==> src/rtl/lcd_pkg.sv <==
// Shared definitions for the character-LCD responder: bus encodings,
// instruction opcodes and the controller state enumeration.
package lcd_pkg;

    // lcd_ctrl = {RS, RW}
    localparam logic [1:0] CtrlInstrWr  = 2'b00;
    localparam logic [1:0] CtrlStatusRd = 2'b01;
    localparam logic [1:0] CtrlDataWr   = 2'b10;
    localparam logic [1:0] CtrlDataRd   = 2'b11;

    // Instruction opcodes, matched as (byte & mask) == value
    localparam logic [7:0] OpClear     = 8'h01;
    localparam logic [7:0] OpHomeMask  = 8'hFE;
    localparam logic [7:0] OpHome      = 8'h02;
    localparam logic [7:0] OpEntryMask = 8'hFC;
    localparam logic [7:0] OpEntry     = 8'h04;
    localparam logic [7:0] OpSetAddr   = 8'h80;

    // Character written to every cell by a clear
    localparam logic [7:0] ClearFill = 8'h20;

    typedef enum logic [1:0] {
        StIdle,
        StClear,
        StExec
    } lcd_state_e;

    // Step an address one place in the entry direction, wrapping at both ends
    function automatic logic [6:0] step_addr(input logic [6:0] cur, input logic inc,
                                             input logic [6:0] last);
        if (inc) begin
            return (cur == last) ? 7'd0 : cur + 7'd1;
        end
        return (cur == 7'd0) ? last : cur - 7'd1;
    endfunction

endpackage

==> src/rtl/lcd_ddram.sv <==
// Display data RAM: one synchronous write port, an asynchronous read port
// for the cursor and a registered read port for the display scanner.
module lcd_ddram #(
    parameter int unsigned DEPTH = 80
) (
    input  logic       clk,
    input  logic       rst_n,
    input  logic       we,
    input  logic [6:0] waddr,
    input  logic [7:0] wdata,
    input  logic [6:0] raddr,
    output logic [7:0] rdata,
    input  logic [6:0] disp_addr,
    output logic [7:0] disp_char
);
    localparam logic [7:0] DepthW = 8'(DEPTH);

    // Contents are deliberately not reset; a clear instruction initialises them.
    logic [7:0] mem [DEPTH];

    // Write port; out-of-range addresses are dropped
    always_ff @(posedge clk) begin
        if (we && ({1'b0, waddr} < DepthW)) begin
            mem[waddr] <= wdata;
        end
    end

    assign rdata = ({1'b0, raddr} < DepthW) ? mem[raddr] : 8'h00;

    // Registered scan port, one cycle of latency
    always_ff @(posedge clk or negedge rst_n) begin
        if (!rst_n) begin
            disp_char <= 8'h00;
        end else begin
            disp_char <= ({1'b0, disp_addr} < DepthW) ? mem[disp_addr] : 8'h00;
        end
    end

endmodule

==> src/rtl/lcd_responder.sv <==
// Character-LCD bus responder: executes instructions and data accesses on the
// falling edge of a synchronised enable strobe and models the busy period.
module lcd_responder
    import lcd_pkg::*;
#(
    parameter int unsigned DEPTH        = 80,
    parameter int unsigned BUSY_CYCLES  = 37,
    parameter int unsigned CLEAR_CYCLES = 152
) (
    input  logic       clk,
    input  logic       rst_n,
    input  logic [7:0] lcd_data,
    input  logic [1:0] lcd_ctrl,
    input  logic       lcd_enable,
    output logic [7:0] lcd_rdata,
    output logic       busy,
    output logic       char_valid,
    output logic [7:0] char_data,
    output logic [6:0] cursor,
    input  logic [6:0] disp_addr,
    output logic [7:0] disp_char,
    output logic       err
);
    localparam logic [6:0]  LastAddr  = 7'(DEPTH - 1);
    localparam logic [7:0]  DepthW    = 8'(DEPTH);
    // EXEC holds busy for exactly the loaded count + 1 cycles
    localparam logic [15:0] BusyLoad  = 16'(BUSY_CYCLES - 1);
    localparam logic [15:0] ClearLoad = 16'(CLEAR_CYCLES - 1);

    lcd_state_e  state_q;
    logic [15:0] cnt_q;
    logic [6:0]  clr_addr_q;
    logic [6:0]  cursor_q;
    logic        inc_q;
    logic [1:0]  sync_q;
    logic        en_prev_q;
    logic        char_valid_q;
    logic [7:0]  char_data_q;
    logic [7:0]  rdata_q;
    logic        err_q;

    logic        fall;
    logic        is_status;
    logic        can_accept;
    logic        take;
    logic        reject;
    logic [6:0]  cursor_step;
    logic        ram_we;
    logic [6:0]  ram_waddr;
    logic [7:0]  ram_wdata;
    logic [7:0]  ram_rdata;

    // Enable synchroniser plus the flop used for falling-edge detection
    always_ff @(posedge clk or negedge rst_n) begin
        if (!rst_n) begin
            sync_q    <= 2'b00;
            en_prev_q <= 1'b0;
        end else begin
            sync_q    <= {sync_q[0], lcd_enable};
            en_prev_q <= sync_q[1];
        end
    end

    // Event qualification and RAM write-port steering
    always_comb begin
        fall      = en_prev_q & ~sync_q[1];
        is_status = (lcd_ctrl == CtrlStatusRd);
        // The last EXEC cycle (count at zero) may already accept new work
        can_accept  = (state_q == StIdle) || ((state_q == StExec) && (cnt_q == '0));
        take        = fall && can_accept && !is_status;
        reject      = fall && !can_accept && !is_status;
        cursor_step = step_addr(cursor_q, inc_q, LastAddr);
        ram_we      = (state_q == StClear) || (take && (lcd_ctrl == CtrlDataWr));
        ram_waddr   = (state_q == StClear) ? clr_addr_q : cursor_q;
        ram_wdata   = (state_q == StClear) ? ClearFill : lcd_data;
    end

    // Controller FSM with registered outputs
    always_ff @(posedge clk or negedge rst_n) begin
        if (!rst_n) begin
            state_q      <= StIdle;
            cnt_q        <= '0;
            clr_addr_q   <= '0;
            cursor_q     <= '0;
            inc_q        <= 1'b1;
            char_valid_q <= 1'b0;
            char_data_q  <= 8'h00;
            rdata_q      <= 8'h00;
            err_q        <= 1'b0;
        end else begin
            char_valid_q <= 1'b0;

            unique case (state_q)
                StClear: begin
                    if (clr_addr_q == LastAddr) begin
                        state_q <= StExec;
                        cnt_q   <= ClearLoad;
                    end else begin
                        clr_addr_q <= clr_addr_q + 7'd1;
                    end
                end
                StExec: begin
                    if (cnt_q == '0) begin
                        state_q <= StIdle;
                    end else begin
                        cnt_q <= cnt_q - 16'd1;
                    end
                end
                default: ;
            endcase

            // An accepted transaction overrides the default progression above
            if (take) begin
                state_q <= StExec;
                cnt_q   <= BusyLoad;
                unique case (lcd_ctrl)
                    CtrlDataWr: begin
                        char_valid_q <= 1'b1;
                        char_data_q  <= lcd_data;
                        cursor_q     <= cursor_step;
                    end
                    CtrlDataRd: begin
                        cursor_q <= cursor_step;
                    end
                    CtrlInstrWr: begin
                        if (lcd_data == OpClear) begin
                            state_q    <= StClear;
                            clr_addr_q <= '0;
                            cursor_q   <= '0;
                            inc_q      <= 1'b1;
                        end else if ((lcd_data & OpHomeMask) == OpHome) begin
                            cursor_q <= '0;
                        end else if ((lcd_data & OpEntryMask) == OpEntry) begin
                            inc_q <= lcd_data[1];
                        end else if ((lcd_data & OpSetAddr) != 8'h00) begin
                            cursor_q <= ({1'b0, lcd_data[6:0]} < DepthW) ? lcd_data[6:0] : 7'd0;
                        end
                    end
                    default: ;
                endcase
            end

            if (reject) begin
                err_q <= 1'b1;
            end

            unique case (lcd_ctrl)
                CtrlStatusRd: rdata_q <= {busy, cursor_q};
                CtrlDataRd:   rdata_q <= ram_rdata;
                default:      rdata_q <= 8'h00;
            endcase
        end
    end

    lcd_ddram #(
        .DEPTH(DEPTH)
    ) u_ddram (
        .clk      (clk),
        .rst_n    (rst_n),
        .we       (ram_we),
        .waddr    (ram_waddr),
        .wdata    (ram_wdata),
        .raddr    (cursor_q),
        .rdata    (ram_rdata),
        .disp_addr(disp_addr),
        .disp_char(disp_char)
    );

    assign busy       = (state_q != StIdle);
    assign char_valid = char_valid_q;
    assign char_data  = char_data_q;
    assign cursor     = cursor_q;
    assign lcd_rdata  = rdata_q;
    assign err        = err_q;

endmodule

==> config.mk <==
export PLATFORM = sky130hd
export DESIGN_NAME = lcd_responder
export DESIGN_NICKNAME = d
export VERILOG_FILES = /design/src/rtl/lcd_pkg.sv /design/src/rtl/lcd_ddram.sv /design/src/rtl/lcd_responder.sv
export SDC_FILE = /design/constraint.sdc
export NUM_CORES = 1
export LEC_CHECK = 0
export BUFFER_PORTS_ARGS = -buffer_cell sky130_fd_sc_hd__buf_2
export CAP_MARGIN = 15
export CORE_MARGIN = 4
export CORE_UTILIZATION = 60
export DETAILED_ROUTE_END_ITERATION = 8
export HOLD_SLACK_MARGIN = 0.03
export PLACE_DENSITY_LB_ADDON = 0.25
export SLEW_MARGIN = 30
export SYNTH_ARGS = -nofsm -noshare
export SYNTH_HDL_FRONTEND = slang
export SYNTH_SLANG_ARGS = --single-unit
==> constraint.sdc <==
create_clock -name clk -period 4 [get_ports clk]
set_input_delay 0.6 -clock clk [delete_from_list [all_inputs] [get_ports clk]]
set_output_delay 0.6 -clock clk [all_outputs]
set_load 0.05 [all_outputs]
==> Word level (Yosys, flattened, before mapping) <==
Memory sizes are Yosys's and may differ from the RTL's.
Index checks and enable logic that the tools add are counted.
{ "word_totals": {"reg_bits": 62, "ramBits": 640, "output_inout_bits": 34, "word_cells": 102, "memories": 1} }
{ "memory_table": {"columns": ["memory", "depth", "word_bits", "read_ports", "rd_clocked_by_memory_dff", "wr", "line_no", "source"], "rows": [
  ["u_ddram.mem", 80, 8, 2, 0, 1, "lcd_ddram.sv:19", "logic [7:0] mem [DEPTH];"]
]} }
{ "classes": {"n_addsub": 4, "order_cmp": 4, "n_eq_ne": 16, "muxes": 38, "bitwise": 2, "n_reduce_logical": 25} }
{ "ops": {"columns": ["cell", "n"], "rows": [
  ["7-bit 2-to-1 mux", 15],
  ["16-bit 2-to-1 mux", 3],
  ["16-bit one-hot mux with 2 select lines", 1],
  ["7-bit less-than comparator (second input constant)", 4],
  ["8-bit 2-to-1 mux", 3],
  ["16-bit logical NOT", 1],
  ["8-bit one-hot mux with 2 select lines", 1],
  ["16-bit by 1-bit subtractor with 16-bit output (second input constant)", 1],
  ["7-bit by 1-bit adder with 7-bit output (second input constant)", 2],
  ["7-bit == test (second input constant)", 2],
  ["7-bit one-hot mux with 2 select lines", 1],
  ["2-bit 2-to-1 mux", 5],
  ["8-bit by 1-bit == test with 1-bit output (second input constant)", 1],
  ["1-bit 2-to-1 mux", 8],
  ["4-bit != test (second input constant)", 2],
  ["4-bit AND reduction", 2],
  ["7-bit by 1-bit == test with 1-bit output (second input constant)", 1],
  ["1-bit logical AND", 7],
  ["7-bit logical NOT", 1],
  ["7-bit by 1-bit subtractor with 7-bit output (second input constant)", 1],
  ["2-bit == test (second input constant)", 3],
  ["6-bit by 1-bit == test with 1-bit output (second input constant)", 1],
  ["3-bit by 2-bit != test with 1-bit output (second input constant)", 2],
  ["3-bit AND reduction", 2],
  ["other kinds (13)", 19]
]} }

==> Depth between registers and ports, before layout <==
{ "depth": {"ltp_word": 10, "depth_mapped": 13, "depth_no_buf": 8} }

==> Modules after synthesis <==
Synthesis repeated with hierarchy kept, for this count alone.
{ "hier_totals": {"hier_cells": 1919, "area_unflattened_um2": 33403.3} }
{ "by_module_without_submodules": {"columns": ["module", "instances", "cells_each", "area_per_inst_um2", "seq_area_each_um2"], "rows": [
  ["lcd_ddram", 1, 1569, 30152.7, 19418.6],
  ["lcd_responder", 1, 350, 3250.6, 1352.5]
]} }

==> Least setup slack after synthesis <==
Ideal clock, no wire load.
{ "synth_timing": {"kind": "register to register", "start": "reg cursor_q[0], in the netlist cursor[0]", "end": "mem u_ddram.mem[13][0] (enable)", "setup_time_ns": 0.383, "t_arrival_ns": 3.329, "required_time_ns": 3.617, "path_slack_ns": 0.287, "path_stages_with_launch": 10, "n_path_buf": 5, "path_cell_list": "dfrtp_1 -> buf_2 -> buf_4 -> buf_2 -> buf_2 -> buf_2 -> inv_1 -> o31ai_1 -> nand2_1 -> nor3_1"} }
{ "synth_between": {"elab_chain_len": 5} }
{ "synth_lines": {"columns": ["item", "line_no", "source"], "rows": [
  ["start: declaration", "lcd_responder.sv:33", "logic [6:0] cursor_q;"],
  ["start signal: assignment", "lcd_responder.sv:120", "cursor_q <= cursor_step;"],
  ["start signal: assignment", "lcd_responder.sv:123", "cursor_q <= cursor_step;"],
  ["start signal: assignment", "lcd_responder.sv:136", "cursor_q <= ({1'b0, lcd_data[6:0]} < DepthW) ? lcd_data[6:0] : 7'd0;"],
  ["7-bit 2-to-1 mux (*)", "lcd_responder.sv:74", "ram_waddr = (state_q == StClear) ? clr_addr_q : cursor_q;"],
  ["7-bit less-than comparator", "lcd_ddram.sv:23", "if (we && ({1'b0, waddr} < DepthW)) begin"],
  ["1-bit logical AND", "lcd_ddram.sv:23", null],
  ["1-bit 2-to-1 mux", "lcd_ddram.sv:23", null],
  ["1-bit 2-to-1 mux (implied by the code)", "lcd_ddram.sv:24", "mem[waddr] <= wdata;"],
  ["end: declaration", "lcd_ddram.sv:19", null]
]} }
Mark *: on every way between the ends. The rest lies on a longest branch, timed or not.

==> Worst setup path in the final report <==
{ "layout_timing": {"start": "reg cursor_q[0], in the netlist cursor[0]", "end": "reg rdata_q[2], in the netlist lcd_rdata[2]"} }
{ "layout_between": {"elab_chain_len": 3} }
{ "layout_lines": {"columns": ["item", "line_no", "source"], "rows": [
  ["memory read 80 x 8 bit or 7-bit less-than comparator (tied branches)", null, null],
  ["8-bit 2-to-1 mux (*)", "lcd_ddram.sv:28", "assign rdata = ({1'b0, raddr} < DepthW) ? mem[raddr] : 8'h00;"],
  ["8-bit one-hot mux with 2 select lines (*)", "lcd_responder.sv:147", "unique case (lcd_ctrl)"],
  ["end signal: assignment", "lcd_responder.sv:148", "CtrlStatusRd: rdata_q <= {busy, cursor_q};"],
  ["end signal: assignment", "lcd_responder.sv:149", "CtrlDataRd: rdata_q <= ram_rdata;"],
  ["end: declaration", "lcd_responder.sv:39", "logic [7:0] rdata_q;"]
]} }
Marked as above.
A chain may end at the register's enable or synchronous reset.

==> results.yml <==
yosys:
  synth-edff-count: 640
  synth_cell_types: 68
  yosysSeqAreaShare_pct: 62.23
  netlist_area_mm2: 0.03338
  syn_inst: 1898
  ys.flop_type: "edfxtp_1"
  synth_top_area_cell: "edfxtp_1"
  synth_area_leaders: "edfxtp_1 (58%), mux4_2 (22%), dfrtp_1 (4.6%)"
  yosys_warnings: 0
  syn_nets: 1922
  netlist.area_leader.share_pct: 57.58
  ys_ff_latch: 702
  ys_async_sr_fraction_pct: 8.832
  syn_avg_cell_area_um2: 17.58
power:
  internal-power_uw: 12080
  ir_drop_mv: 0.4240
  swShare_pct: 21.30
  powerDensity_mw_per_mm2: 405.7
  pwr-share-comb_pct: 5.0
  switching_power_uw: 3271
  seq_power_share_pct: 52.2
  power_frac_clock_pct: 42.8
  cellLeakagePower_uw: 0.01217
critical_path:
  crit_required_ns: 4.35
  crit_fanout: 33
  critPathKind: "reg2reg"
  rr_worst_depth: 5
  startpoint_type: "register"
  arrival_ns: 4.17
  endpoint_kind: "register"
layout:
  fin_cells: 2855
  fin_nets: 2076
  syn2layout_area_growth_pct: 13.39
  fin_util_pct: 68.69
  layout-drive-gt1-share_pct: 34.58
  final_cell_mix: "edfxtp_1 (640), mux4_2 (333), buf_4 (159)"
  final_common_cell: "edfxtp_1"
  final_area_mm2: 0.03785
  fillerInstances: 3585
die:
  die_h_um: 243.9
  die_w_um: 243.9
  row_count: 86
  core_area_mm2: 0.05509
  start_util_pct: 60.58
  dieArea_mm2: 0.05946
  ioPinCount: 54
timing:
  drv_slew: 0
  setup_tns_ns: 0
  finClkSkew_ns: 0.02612
  max_freq_ghz: 0.2614
  period_minus_slack_ns: 3.826
  fin_crit_sh_pct: 95.65
  grt_setup_unrepaired: "no"
  tightest_slew_ns: 1.143
  hold_violations: 0
  setup_viol: 0
  slew_headroom_pct: 22.81
clocking:
  cts_max_level: 3
  clk_pin_slew_ns: 0.06
  cts_hold_buf: 1
  cts_tree: "yes"
  clock-sinks: 702
  cts_setup_buffers: 0
  cts-root-buf: "clkbuf_16"
  numCtsBuffers: 72
  clock_latency_ns: 0.61
  cts.path.max_buffers: 3
  cts_resized: 0
routing:
  drt-initial-drc-count: 3749
  wirelength_um: 99870
  dr_total_vias: 21321
  drc: 0
  first_pass_iters: 8
  routedWlPerCell_um: 34.98
  vias_per_cell: 7.468
  ant_nets: 0
run_status:
  status: "finished clean"
grt:
  grt_pass1_wl_um: 145600
  antenna_found_initial: 8
  grt_max_degree: 81
  track_usage_pct: 33.88
  overflow: 0
  grt_pass1_vias: 20782
min_path:
  hold_path_class: "in2reg"
  hold_depth: 1
place:
  dp_cells: 2724
  portBuffers: 53
  dp_hpwl_um: 65600
  dpl_cell_area_mm2: 0.03555
  place_congestion: 0.9773
flow_run:
  cap_violations: 0
[final timing paths]
check                           startpoint      endpoint  slack (ns)
worst max-delay path             cursor[0]  lcd_rdata[2]        0.17
worst max register to register   cursor[0]  lcd_rdata[2]        0.17
max in group asynchronous            rst_n  lcd_rdata[3]        2.58
worst min register to register   sync_q[0]     sync_q[1]        0.35
min in group asynchronous            rst_n     cursor[4]        0.55
worst min-delay path            lcd_enable     sync_q[0]        0.12
[registers in the layout (all words and copies together) (netlist names)]
register,flops
char_data,8
u_ddram.mem,640
state_q,2
cursor,7
sync_q,2
en_prev_q,1
char_valid,1
u_ddram.disp_char,8
err,1
clr_addr_q,7
cnt_q,16
inc_q,1
lcd_rdata,8
[worst max-delay path, cell delays in order (launching register included)]
cell      delay, ns
dfrtp_4        0.93
buf_12         0.31
mux4_2         0.55
mux2_2         0.33
o311ai_0       0.94
o21ai_0        0.51
[per-stage QoR]
stage | total power [uW] | hold slack (ns) | setup WS [ns]
after floorplan | 8620 | 0.3044 | 0.2873
after global placement | 8914 | 0.3450 | 0.5235
after detailed placement | 8923 | 0.3371 | 0.4628
after CTS | 15390 | 0.09258 | 0.4745
after global routing | 15780 | 0.1029 | 0.1456
final | 15350 | 0.1168 | 0.1739
[logic make-up (layout without fill, tap and decap cells)]
group                    Yosys count  count (layout)  share of synthesized area, %
AND/OR/NAND/NOR                  363             363                         5.545
buffers and inverters            159             366                         1.983
other                              0               2                             0
flip-flops                       702             702                         62.23
AO/OA/AOI/OAI                    240             240                         4.641
adder cells (fa/ha/maj)            4               4                        0.1500
XOR/XNOR                          12              12                        0.3149
multiplexers                     418             418                         25.13
[cells in the mapped netlist, types with 7 or more instances]
| library cell | number |
|---|---|
| or3_1 | 8 |
| nor2b_1 | 13 |
| o221ai_1 | 10 |
| nand3b_1 | 7 |
| nor3_1 | 85 |
| nor2_1 | 70 |
| nand2_1 | 63 |
| buf_1 | 22 |
| mux2i_1 | 55 |
| edfxtp_1 | 640 |
| o21ai_0 | 44 |
| a211oi_1 | 17 |
| and2_1 | 24 |
| a31oi_1 | 25 |
| buf_2 | 37 |
| dfrtp_1 | 61 |
| o211ai_1 | 9 |
| o22ai_1 | 14 |
| or2_2 | 12 |
| a22oi_1 | 7 |
| clkbuf_1 | 87 |
| xnor2_1 | 7 |
| mux2_2 | 30 |
| mux4_2 | 333 |
| nand2b_1 | 15 |
| a21oi_1 | 66 |
| inv_1 | 10 |
| nand3_1 | 30 |
| a221oi_1 | 7 |
[power by group through the flow]
stage          registers [uW]  clock network (uW)  logic [uW]
3_5_place_dp             8170                   0         748
3_3_place_gp             8170                   0         739
2_1_floorplan            8220                   0         402
4_1_cts                  8020                6620         751
5_1_grt                  8020                6970         796
6_report                 8020                6560         769
[metal layers]
layer	share of wire, %	GRT usage [%]	wire length [um]	up-vias
met1	36	49.21	36270	10832
li1	-	-	-	8292
met4	4.7	13.40	4678	10
met5	0.058	0	58	-
met2	44	49.01	44200	1890
met3	15	10.51	14660	297
[layout make-up]
class                           instances  area (um2)  share of cell area, %
Multi-Input combinational cell       1037       11980                  31.67
Clock inverter                         32       280.3                 0.7406
Tap cell                              748       935.9                  2.473
Antenna cell                            2       5.005                0.01322
Timing Repair Buffer                  229        1836                  4.850
Inverter                               10       37.54                0.09918
Sequential cell                       702       20790                  54.92
Clock buffer                           95        1981                  5.234
No activity file was read; power rests on OpenSTA's default activity.
